## config.mk

```make
export PLATFORM = sky130hd
export DESIGN_NAME = stream_burst_packer
export DESIGN_NICKNAME = d
export VERILOG_FILES = /design/src/rtl/burst_pkg.sv /design/src/rtl/burst_fill_bank.sv /design/src/rtl/stream_burst_packer.sv
export SDC_FILE = /design/constraint.sdc
export NUM_CORES = 1
export LEC_CHECK = 0
export ABC_AREA = 1
export CAP_MARGIN = 20
export CORE_UTILIZATION = 35
export CTS_BUF_LIST = sky130_fd_sc_hd__clkbuf_4
export CTS_CLUSTER_SIZE = 20
export DETAILED_ROUTE_END_ITERATION = 10
export HOLD_SLACK_MARGIN = 0.02
export SYNTH_ARGS = -nofsm -noshare
export SYNTH_HDL_FRONTEND = slang
export SYNTH_HIERARCHICAL = 1
export SYNTH_SLANG_ARGS = --single-unit
```

## constraint.sdc

```tcl
create_clock -name clk -period 5.56 [get_ports clk]
set_clock_uncertainty 0.15 [all_clocks]
set_input_delay 1.112 -clock clk [delete_from_list [all_inputs] [get_ports clk]]
set_output_delay 1.112 -clock clk [all_outputs]
set_load 0.05 [all_outputs]
```

## src/rtl/burst_pkg.sv

```systemverilog
// Shared types and constants for the stream burst packer: FSM state encoding,
// overflow counter width and a saturating-increment helper.
package burst_pkg;

  typedef enum logic {
    S_LATENCY = 1'b0,
    S_FILL    = 1'b1
  } burst_state_e;

  localparam int OVF_CNT_W = 16;

  function automatic logic [OVF_CNT_W-1:0] sat_inc(input logic [OVF_CNT_W-1:0] v);
    return (v == {OVF_CNT_W{1'b1}}) ? v : v + OVF_CNT_W'(1);
  endfunction

endpackage

```

## src/rtl/burst_fill_bank.sv

```systemverilog
// Fill bank: M slots of CHANNELS x PRECISION samples, one indexed write port and
// a flat parallel read of every slot. Contents are not reset.
module burst_fill_bank #(
  parameter int M         = 5,
  parameter int CHANNELS  = 2,
  parameter int PRECISION = 5,
  localparam int IDX_W    = $clog2(M)
) (
  input  logic                                       clk,
  input  logic                                       we,
  input  logic [IDX_W-1:0]                           idx,
  input  logic [CHANNELS-1:0][PRECISION-1:0]         wdata,
  output logic [M-1:0][CHANNELS-1:0][PRECISION-1:0]  rd_data
);

  logic [M-1:0][CHANNELS-1:0][PRECISION-1:0] mem_q, mem_d;

  always_comb begin
    mem_d = mem_q;
    if (we) begin
      mem_d[idx] = wdata;
    end
  end

  always_ff @(posedge clk) begin
    mem_q <= mem_d;
  end

  assign rd_data = mem_q;

endmodule

```

## src/rtl/stream_burst_packer.sv

```systemverilog
// Packs M accepted samples into a double-buffered output burst after discarding
// INITIAL_LATENCY samples. Define BURST_PACKER_OVF_COUNT_EN to build the dropped-burst counter.
module stream_burst_packer
  import burst_pkg::*;
#(
  parameter int INITIAL_LATENCY = 3,
  parameter int M               = 5,
  parameter int PRECISION       = 5,
  parameter int CHANNELS        = 2
) (
  input  logic                                       clk,
  input  logic                                       rst,
  input  logic                                       ce,
  input  logic                                       in_valid,
  input  logic [CHANNELS-1:0][PRECISION-1:0]         data_in,
  output logic [M-1:0][CHANNELS-1:0][PRECISION-1:0]  data_out,
  output logic                                       out_valid,
  input  logic                                       out_ack,
  output logic                                       overflow,
  output logic [OVF_CNT_W-1:0]                       ovf_count
);

  localparam int IDX_W = $clog2(M);
  localparam int LAT_W = (INITIAL_LATENCY > 1) ? $clog2(INITIAL_LATENCY + 1) : 1;
  localparam logic [LAT_W-1:0] LAT_LAST = LAT_W'((INITIAL_LATENCY > 0) ? INITIAL_LATENCY - 1 : 0);
  localparam logic [IDX_W-1:0] IDX_LAST = IDX_W'(M - 1);
  localparam burst_state_e RESET_STATE = (INITIAL_LATENCY == 0) ? S_FILL : S_LATENCY;

  burst_state_e state_q, state_d;
  logic [LAT_W-1:0] lat_cnt_q, lat_cnt_d;
  logic [IDX_W-1:0] fill_idx_q, fill_idx_d;
  logic out_valid_q, out_valid_d;
  logic overflow_q, overflow_d;
  logic [M-1:0][CHANNELS-1:0][PRECISION-1:0] data_out_q, data_out_d;
  logic [M-1:0][CHANNELS-1:0][PRECISION-1:0] bank_rd, burst_full;
  logic accept, bank_we, drop_burst;

  assign accept = ce & in_valid;

  burst_fill_bank #(
    .M(M), .CHANNELS(CHANNELS), .PRECISION(PRECISION)
  ) u_fill_bank (
    .clk     (clk),
    .we      (bank_we),
    .idx     (fill_idx_q),
    .wdata   (data_in),
    .rd_data (bank_rd)
  );

  // Output handshake: a burst is presented while out_valid=1 and held stable;
  // it is consumed on any edge where out_valid=1 and out_ack=1 (ce plays no part).
  // A burst completing on that same edge replaces it directly.
  always_comb begin
    state_d     = state_q;
    lat_cnt_d   = lat_cnt_q;
    fill_idx_d  = fill_idx_q;
    out_valid_d = out_valid_q;
    data_out_d  = data_out_q;
    overflow_d  = overflow_q;
    bank_we     = 1'b0;
    drop_burst  = 1'b0;
    burst_full  = bank_rd;
    burst_full[M-1] = data_in;

    if (out_valid_q && out_ack) begin
      out_valid_d = 1'b0;
    end

    if (accept) begin
      case (state_q)
        S_LATENCY: begin
          if (lat_cnt_q == LAT_LAST) begin
            state_d   = S_FILL;
            lat_cnt_d = '0;
          end else begin
            lat_cnt_d = lat_cnt_q + LAT_W'(1);
          end
        end
        S_FILL: begin
          bank_we = 1'b1;
          if (fill_idx_q == IDX_LAST) begin
            fill_idx_d = '0;
            if (!out_valid_q || out_ack) begin
              data_out_d  = burst_full;
              out_valid_d = 1'b1;
            end else begin
              drop_burst = 1'b1;
              overflow_d = 1'b1;
            end
          end else begin
            fill_idx_d = fill_idx_q + IDX_W'(1);
          end
        end
        default: state_d = RESET_STATE;
      endcase
    end
  end

  always_ff @(posedge clk) begin
    if (rst) begin
      state_q     <= RESET_STATE;
      lat_cnt_q   <= '0;
      fill_idx_q  <= '0;
      out_valid_q <= 1'b0;
      data_out_q  <= '0;
      overflow_q  <= 1'b0;
    end else begin
      state_q     <= state_d;
      lat_cnt_q   <= lat_cnt_d;
      fill_idx_q  <= fill_idx_d;
      out_valid_q <= out_valid_d;
      data_out_q  <= data_out_d;
      overflow_q  <= overflow_d;
    end
  end

`ifdef BURST_PACKER_OVF_COUNT_EN
  logic [OVF_CNT_W-1:0] ovf_count_q, ovf_count_d;

  always_comb begin
    ovf_count_d = ovf_count_q;
    if (drop_burst) begin
      ovf_count_d = sat_inc(ovf_count_q);
    end
  end

  always_ff @(posedge clk) begin
    if (rst) begin
      ovf_count_q <= '0;
    end else begin
      ovf_count_q <= ovf_count_d;
    end
  end

  assign ovf_count = ovf_count_q;
`else
  assign ovf_count = '0;
`endif

  assign data_out  = data_out_q;
  assign out_valid = out_valid_q;
  assign overflow  = overflow_q;

endmodule

```

==> results.tsv, run 1 <==
stage	metric	value	unit
placed_design	port_buffers	66	
cts	cts.path.max_buffers	2	
power	p_leak	0.00192	uW
sta	slew_headroom	44.3	%
cts	cts_setup_buffers	0	
worst_setup_path	start_kind	input pin	
cells_and_area	fill_cells	1126	
cts	numCtsBuffers	9	
cts	cts.sink_count	98	
worst_setup_path	slowest_delay	0.66	ns
sta	rsz0062_at_grt	no	
routing	vias	2935	
worst_setup_path	worstSetupEndpointType	flop	
cells_and_area	area_delta_synth_final	17.8	%
placed_design	place_inst	629	
worst_setup_path	critical_path_required	5.47	ns
routing	dr.pass1.iters	6	
routing	dr.first_iter.drc_count	131	
power	power.internal	904	uW
cells_and_area	fin_util	43.2	%
cells_and_area	layout-drive-gt1-share	6.73	%
synthesis	synth_area_per_cell	9.02	um^2
floorplan	io_pins	83	
cts	cts_tree	done	
grt	antenna_found_initial	0	
routing	ant_nets	0	
sta	fmax	322	MHz
sta	hold_ws	0.327	ns
worst_setup_path	cpMaxStageDelayCell	nor2_1	
sta	finalSetupViolations	0	
sta	fin_setup_tns	0	ns
power	netSwitchingFraction	23.1	%
routing	via_per_inst	4.55	
grt	met1_usage	17.8	%
job	maxCapViolations	0	
grt	grt_pass1_vias	2775	
floorplan	core-area	11000	um^2
power	powerDensity	247	nW/um^2
sta	min_period	3.10	ns
floorplan	die_h	109	um
worst_setup_path	cp.buffers_inverters	2	
grt	overflow	0	
grt	grtUsageMet2	23.4	%
grt	grt-busiest-layer	met2	
floorplan	die_w	109	um
worst_setup_path	crit_chain	clkdlybuf4s50_1, nand2_2, nor2_4, buf_4, nand2_1, nor2_1	
sta	fin_ws	2.46	ns
routing	routed_wl	7810	um
placed_design	globalplace.congestion	0.712	
grt	grtUsageMet3	4.45	%
worst_setup_path	crit_arrival	3.02	ns
cells_and_area	nets	517	
synthesis	synthesis.area	4040	um^2
power	switchingPower	271	uW
worst_setup_path	cp_max_fo	57	
sta	drv_slew	0	
cts	cts_hold_buffers	0	
power	clkPwrFrac	30.7	%
floorplan	initial_core_util	36.6	%
worst_setup_path	path_class	in2reg	
min_path	hp-class	reg2reg	
cts	htreeDepth	3	
grt	grt_use_total	14.1	%
synthesis	netlist_instances	448	
power	p_seq_share	63.8	%
worst_setup_path	crit_family	simple AND/OR/NAND/NOR gates	
status	status	finished clean	
placed_design	place.detailed.hpwl	5250	um
sta	worst_slew_pin_slew	0.834	ns
cells_and_area	fin_cells	645	
power	power_frac_comb	5.5	%
cts	clock_latency	0.42	ns
cts	cts_root_buf	clkbuf_4	
floorplan	rows	38	
power	peakVddDrop	123	uV
placed_design	dp_slack	1.99	ns
sta	fin_crit_sh	55.8	%
routing	wl_per_cell	12.1	um
cells_and_area	diodes	0	
grt	grt_pass1_wl	12900	um
sta	hold_viol	0	
floorplan	die-area	12000	um^2
cts	cts_resized	0	
routing	drc_errors	0	
grt	grt_max_degree	58	
synthesis	yosys_warnings	6	
cts	clkTransAtPathRegs	0.14	ns
[cell usage in the layout (no fill, tap or decap), drive strengths merged]
cell type / n
bufinv: 1
nor2: 113
nand2: 64
inv: 65
ha: 2
clkdlybuf4s50: 66
nor3: 1
clkinv: 4
nand3b: 1
dfxtp: 58
buf: 2
clkinvlp: 1
nand4: 50
edfxtp: 40
clkbuf: 10
nand3: 2
conb: 16
a21oi: 6
o21ai: 3
[layout make-up]
class | count | area, um^2 | share of cell area (%)
inverter | 65 | 244 | 5.12
timing repair buffer | 68 | 676 | 14.2
clock buffer | 10 | 75.1 | 1.58
sequential | 98 | 2360 | 49.6
clock inverter | 6 | 57.6 | 1.21
tap | 140 | 175 | 3.68
multi-input combinational | 258 | 1170 | 24.6
[registers in the layout, indices dropped and copies added, names as in the netlist]
signal               flops
lat_cnt_q                2
data_out                50
out_valid                1
u_fill_bank/rd_data     40
state_q                  1
overflow                 1
fill_idx_q               3
[per-layer routing]
| layer | vias to the layer above | wire [um] |
|---|---|---|
| met3 | 7 | 361 |
| met2 | 76 | 3660 |
| met1 | 1365 | 3690 |
| met4 | 0 | 98 |
| met5 | - | 0 |
| li1 | 1487 | - |
[tightest hold or removal path: stages, from the launching register on]
cell and delay [ns]:
dfxtp_1 0.35, inv_1 0.05, a21oi_1 0.05
[power groups by stage]
stage,clock network [uW],logic [uW],registers (uW)
final,360,64.6,750
after global routing,403,71.4,750
after CTS,374,65.2,750
after detailed placement,0,65.3,766
after global placement,0,63.6,766
after floorplan,0,52.8,766
[worst paths after layout]
kind / depth (start not counted) / startpoint / end / slack [ns]
hold / removal: 2 / overflow$_SDFFE_PP0P_ / overflow$_SDFFE_PP0P_ / 0.33
setup reg to reg: 8 / fill_idx_q[0]$_SDFFE_PP0P_ / data_out[34]$_SDFFE_PP0P_ / 3.04
setup / recovery: 6 / in_valid / u_fill_bank/rd_data[33]$_DFFE_PP_ / 2.46
hold reg to reg: 2 / overflow$_SDFFE_PP0P_ / overflow$_SDFFE_PP0P_ / 0.33
[through the flow]
step / instance area (um^2) / power, uW
finish: 4760 / 1170
global route: 4760 / 1220
CTS: 4760 / 1190
detailed placement: 4630 / 831
global placement: 4630 / 829
floorplan: 4100 / 818
Power figures use the tool's default switching activity.
==> run 2: changes to the inputs <==
==> constraint.sdc (replaced) <==
create_clock -name clk -period 3.15 [get_ports clk]
set_clock_uncertainty 0.15 [all_clocks]
set_input_delay 0.63 -clock clk [delete_from_list [all_inputs] [get_ports clk]]
set_output_delay 0.63 -clock clk [all_outputs]
set_load 0.05 [all_outputs]
==> results.tsv, run 2 (same netlist as run 1, synthesis figures left out) <==
stage	metric	value	unit
power	p_seq_share	63.6	%
worst_setup_path	crit_arrival	1.65	ns
sta	fin_setup_tns	0	ns
cts	cts_resized	0	
cts	htreeDepth	3	
sta	slew_headroom	56.9	%
sta	hold_viol	0	
cts	cts_root_buf	clkbuf_4	
routing	ant_nets	0	
worst_setup_path	worstReg2RegStart	fill_idx_q[0]$_SDFFE_PP0P_	
worst_setup_path	cpMaxStageDelayCell	clkdlybuf4s50_1	
routing	dr.pass1.iters	4	
power	clkPwrFrac	30.9	%
grt	grt_max_degree	51	
power	p_leak	0.00196	uW
cts	cts_setup_buffers	0	
sta	drv_slew	0	
cts	clock_latency	0.43	ns
cts	clkTransAtPathRegs	0.14	ns
worst_setup_path	rrSetupSlack	0.98	ns
worst_setup_path	ff2ff_path_depth	8	
worst_setup_path	critPathCapture	data_out[41]	
worst_setup_path	cp.depth	1	
worst_setup_path	worstSetupEndpointType	output port	
cells_and_area	diodes	0	
power	power_frac_comb	5.5	%
routing	routed_wl	8000	um
worst_setup_path	cp.buffers_inverters	1	
cells_and_area	final_common_cell	nor2_1	
cts	cts_tree	done	
placed_design	port_buffers	66	
placed_design	place.detailed.hpwl	5520	um
cells_and_area	largest_reg_flops	50	
min_path	hp-class	reg2reg	
worst_setup_path	crit_start	data_out[41]$_SDFFE_PP0P_	
cells_and_area	layout_common_cells	nor2_1, clkdlybuf4s50_1, inv_1, nand2_1, dfxtp_1	
worst_setup_path	critical_path_required	2.37	ns
cts	cts.sink_count	98	
sta	worst_slew_pin_slew	0.647	ns
cts	numCtsBuffers	9	
power	netSwitchingFraction	22.9	%
cells_and_area	layout-drive-gt1-share	7.81	%
power	powerDensity	433	nW/um^2
worst_setup_path	cp_max_fo	2	
floorplan	die-area	12000	um^2
cts	cts_hold_buffers	0	
placed_design	dp_slack	0.640	ns
routing	dr.first_iter.drc_count	79	
routing	drc_errors	0	
routing	via_per_inst	4.56	
grt	grt_pass1_wl	13300	um
worst_setup_path	crit_family	buffers and inverters	
min_path	holdPathStages	2	
worst_setup_path	crit_chain	clkdlybuf4s50_1	
routing	wl_per_cell	12.3	um
cts	cts.path.max_buffers	2	
floorplan	initial_core_util	36.6	%
power	power.internal	1600	uW
power	switchingPower	477	uW
sta	finalSetupViolations	0	
floorplan	die_h	109	um
grt	grt_use_total	14.5	%
cells_and_area	fin_util	43.6	%
worst_setup_path	path_class	reg2out	
floorplan	io_pins	83	
placed_design	globalplace.congestion	0.758	
grt	overflow	0	
grt	grt_pass1_vias	2873	
sta	fmax	412	MHz
cells_and_area	area_delta_synth_final	19.1	%
cells_and_area	nets	524	
status	status	finished clean	
sta	fin_ws	0.721	ns
floorplan	rows	38	
sta	min_period	2.43	ns
floorplan	die_w	109	um
routing	vias	2973	
grt	antenna_found_initial	0	
floorplan	core-area	11000	um^2
power	peakVddDrop	163	uV
sta	fin_crit_sh	77.1	%
worst_setup_path	slowest_delay	0.82	ns
sta	hold_ws	0.327	ns
worst_setup_path	start_kind	flop	
job	maxCapViolations	0	
sta	rsz0062_at_grt	no	
worst_setup_path	rr_endpoint	data_out[13]$_SDFFE_PP0P_	
run 2: cell types whose count changed in the layout (fill, tap and decap cells not counted), sizes merged:
cell      delta
clkinvlp     -1
buf          +7
inv          +1
clkinv       -1
clkbuf       +1
run 2: worst min-delay path by stage:
| stage | slack (ns) | to | from |
|---|---|---|---|
| after floorplan | 0.31 | state_q$_SDFFE_PP0P_ | lat_cnt_q[1]$_SDFFE_PP0P_ |
| after global placement | 0.29 | overflow$_SDFFE_PP0P_ | overflow$_SDFFE_PP0P_ |
| after detailed placement | 0.30 | overflow$_SDFFE_PP0P_ | overflow$_SDFFE_PP0P_ |
| after CTS | 0.32 | overflow$_SDFFE_PP0P_ | overflow$_SDFFE_PP0P_ |
| after global routing | 0.34 | overflow$_SDFFE_PP0P_ | overflow$_SDFFE_PP0P_ |
| final | 0.33 | overflow$_SDFFE_PP0P_ | overflow$_SDFFE_PP0P_ |
run 2: through the flow:
stage | std cells | power [uW] | cell area (um^2)
floorplan | 463 | 1440 | 4100
global placement | 636 | 1460 | 4680
detailed placement | 636 | 1470 | 4680
CTS | 652 | 2100 | 4810
global route | 652 | 2170 | 4810
finish | 652 | 2080 | 4810
run 2: power groups by stage:
stage	sequential (uW)	clock [uW]	combinational [uW]
after global placement	1350	0	113
after global routing	1320	717	126
after CTS	1320	663	115
after detailed placement	1350	0	115
after floorplan	1350	0	93.2
final	1320	644	114
run 2: per-layer routing:
layer,GRT usage [%],vias up,share of wire (%),routed length [um]
met4,6.67,0,1.7,138
met5,0,-,0,0
met3,2.55,15,5.8,460
met2,24.3,98,47,3790
li1,-,1512,-,-
met1,18.1,1348,45,3610
run 2: area by class of cell:
type,instances,area (um^2)
flip-flops and latches,98,2360
repair buffers,75,728
fillers,1104,6220
clock inverters,5,47.5
inverters,65,244
clock buffers,11,82.6
multi-input cells,258,1170
well taps,140,175
==> run 3: changes to the inputs <==
==> constraint.sdc (replaced) <==
create_clock -name clk -period 2.1 [get_ports clk]
set_clock_uncertainty 0.15 [all_clocks]
set_input_delay 0.42 -clock clk [delete_from_list [all_inputs] [get_ports clk]]
set_output_delay 0.42 -clock clk [all_outputs]
set_load 0.05 [all_outputs]
==> results.tsv, run 3 (same netlist as run 1, synthesis figures left out) <==
stage	metric	value	unit
floorplan	core-area	11000	um^2
sta	rsz0062_at_grt	no	
sta	fin_setup_tns	0	ns
worst_setup_path	start_kind	flop	
floorplan	die_h	109	um
placed_design	dp_slack	0.0821	ns
worst_setup_path	slowest_delay	0.54	ns
floorplan	io_pins	83	
worst_setup_path	cp_max_fo	2	
worst_setup_path	rr_endpoint	data_out[39]$_SDFFE_PP0P_	
cells_and_area	layout-drive-gt1-share	13.3	%
job	maxCapViolations	0	
grt	grtUsageMet2	22.3	%
sta	min_period	1.93	ns
cts	cts_tree	done	
cts	clkTransAtPathRegs	0.14	ns
cts	cts.sink_count	98	
grt	grt_max_degree	53	
routing	ant_nets	0	
grt	grt_pass1_wl	12900	um
floorplan	die_w	109	um
min_path	worstHoldStart	overflow$_SDFFE_PP0P_	
placed_design	placed_area	4710	um^2
routing	dr.pass1.iters	4	
worst_setup_path	worstSetupEndpointType	output port	
worst_setup_path	rrSetupSlack	0.51	ns
worst_setup_path	crit_family	buffers and inverters	
sta	fin_ws	0.169	ns
min_path	hp-class	reg2reg	
routing	vias	2920	
sta	drv_slew	0	
min_path	holdPathStages	2	
placed_design	place.detailed.hpwl	5450	um
worst_setup_path	cp.buffers_inverters	1	
grt	grt_pass1_vias	2735	
sta	finalSetupViolations	0	
routing	routed_wl	7710	um
grt	grtUsageMet3	3.14	%
cts	cts_root_buf	clkbuf_4	
worst_setup_path	crit_chain	dlygate4sd2_1	
cells_and_area	area_delta_synth_final	19.7	%
cells_and_area	diodes	0	
routing	drc_errors	0	
cells_and_area	fin_area	4830	um^2
placed_design	globalplace.congestion	0.739	
routing	wl_per_cell	11.7	um
worst_setup_path	cpMaxStageDelayCell	dlygate4sd2_1	
floorplan	die-area	12000	um^2
grt	antenna_found_initial	0	
floorplan	rows	38	
placed_design	place_inst	641	
power	powerDensity	675	nW/um^2
routing	dr.first_iter.drc_count	109	
status	status	finished clean	
worst_setup_path	critical_path_required	1.53	ns
cells_and_area	nets	529	
routing	via_per_inst	4.44	
worst_setup_path	ff2ff_path_depth	9	
cts	htreeDepth	3	
worst_setup_path	crit_arrival	1.36	ns
grt	overflow	0	
power	p_leak	0.00218	uW
cells_and_area	largest_reg_flops	50	
grt	grt_use_total	14.1	%
grt	met1_usage	18.5	%
sta	hold_viol	0	
sta	fmax	518	MHz
worst_setup_path	worstReg2RegStart	fill_idx_q[0]$_SDFFE_PP0P_	
cts	cts.path.max_buffers	2	
placed_design	port_buffers	66	
cells_and_area	final_common_cell	nor2_1	
cts	numCtsBuffers	9	
cells_and_area	layout_common_cells	nor2_1, inv_1, nand2_1, dfxtp_1, nand4_1	
cells_and_area	fin_cells	657	
cts	clock_latency	0.44	ns
floorplan	initial_core_util	36.6	%
power	peakVddDrop	252	uV
grt	grt-busiest-layer	met2	
sta	fin_crit_sh	91.9	%
min_path	holdPathEnd	overflow$_SDFFE_PP0P_	
worst_setup_path	path_class	reg2out	
-- run 3: changes by cell type in the layout (fill, tap and decap cells not counted), moves of 2 or more --
cell             previous run  this run
clkinvlp_4                  0         2
clkinv_2                    2         0
dlygate4sd2_1               0        28
buf_12                      0         4
clkdlybuf4s50_1            66        14
buf_4                       9        34
-- run 3: report_power, final --
part	leakage, uW	internal [uW]	total [uW]	switching [uW]
sequential	0.000827	1980	1990	3.19
combinational	0.00128	45.9	173	127
clock	0.0000807	506	1110	601
-- run 3: final cells by class --
cell class	instances	area (um^2)
Fill cell	1113	6200
Sequential cell	98	2360
Multi-Input combinational cell	258	1170
Timing Repair Buffer	80	721
Inverter	65	244
Tap cell	140	175
Clock buffer	11	82.6
Clock inverter	5	78.8
-- run 3: worst max-delay path by stage --
| stage | startpoint | endpoint | slack [ns] | depth (start not counted) |
|---|---|---|---|---|
| 2_1_floorplan | ce | u_fill_bank/rd_data[10]$_DFFE_PP_ | 0.25 | 5 |
| 3_3_place_gp | ce | u_fill_bank/rd_data[6]$_DFFE_PP_ | 0.11 | 6 |
| 3_5_place_dp | ce | u_fill_bank/rd_data[3]$_DFFE_PP_ | 0.08 | 6 |
| 4_1_cts | data_out[41]$_SDFFE_PP0P_ | data_out[41] | 0.14 | 1 |
| 5_1_grt | out_valid$_SDFF_PP0_ | out_valid | 0.08 | 1 |
| 6_report | data_out[41]$_SDFFE_PP0P_ | data_out[41] | 0.17 | 1 |
-- run 3: per-stage QoR --
stage	hold slack, ns	power (uW)	utilization, %
6_report	0.328	3270	43.8
5_1_grt	0.368	3410	43.8
4_1_cts	0.328	3310	43.8
3_5_place_dp	0.308	2200	42.7
3_3_place_gp	0.305	2200	42.7
2_1_floorplan	0.310	2170	-
-- run 3: metal layers --
layer / up-vias / wire, um
met3: 9 / 362
met1: 1319 / 3760
met4: 0 / 103
met5: - / 0
li1: 1518 / -
met2: 74 / 3480
-- run 3: worst register-to-register path, cell delays in order (launching register included) --
cell,delay [ns]
dfxtp_1,0.44
inv_1,0.08
ha_1,0.21
nand2_1,0.10
inv_2,0.05
nand2_2,0.10
nor2_8,0.05
buf_12,0.16
nor2_1,0.11
nor2_1,0.05
-- run 3: what timing repair did --
item                       in CTS  in global routing
resized for setup              28                  0
hold buffers                    0                  0
buffers inserted                0                  0
setup endpoints to repair      28                  0
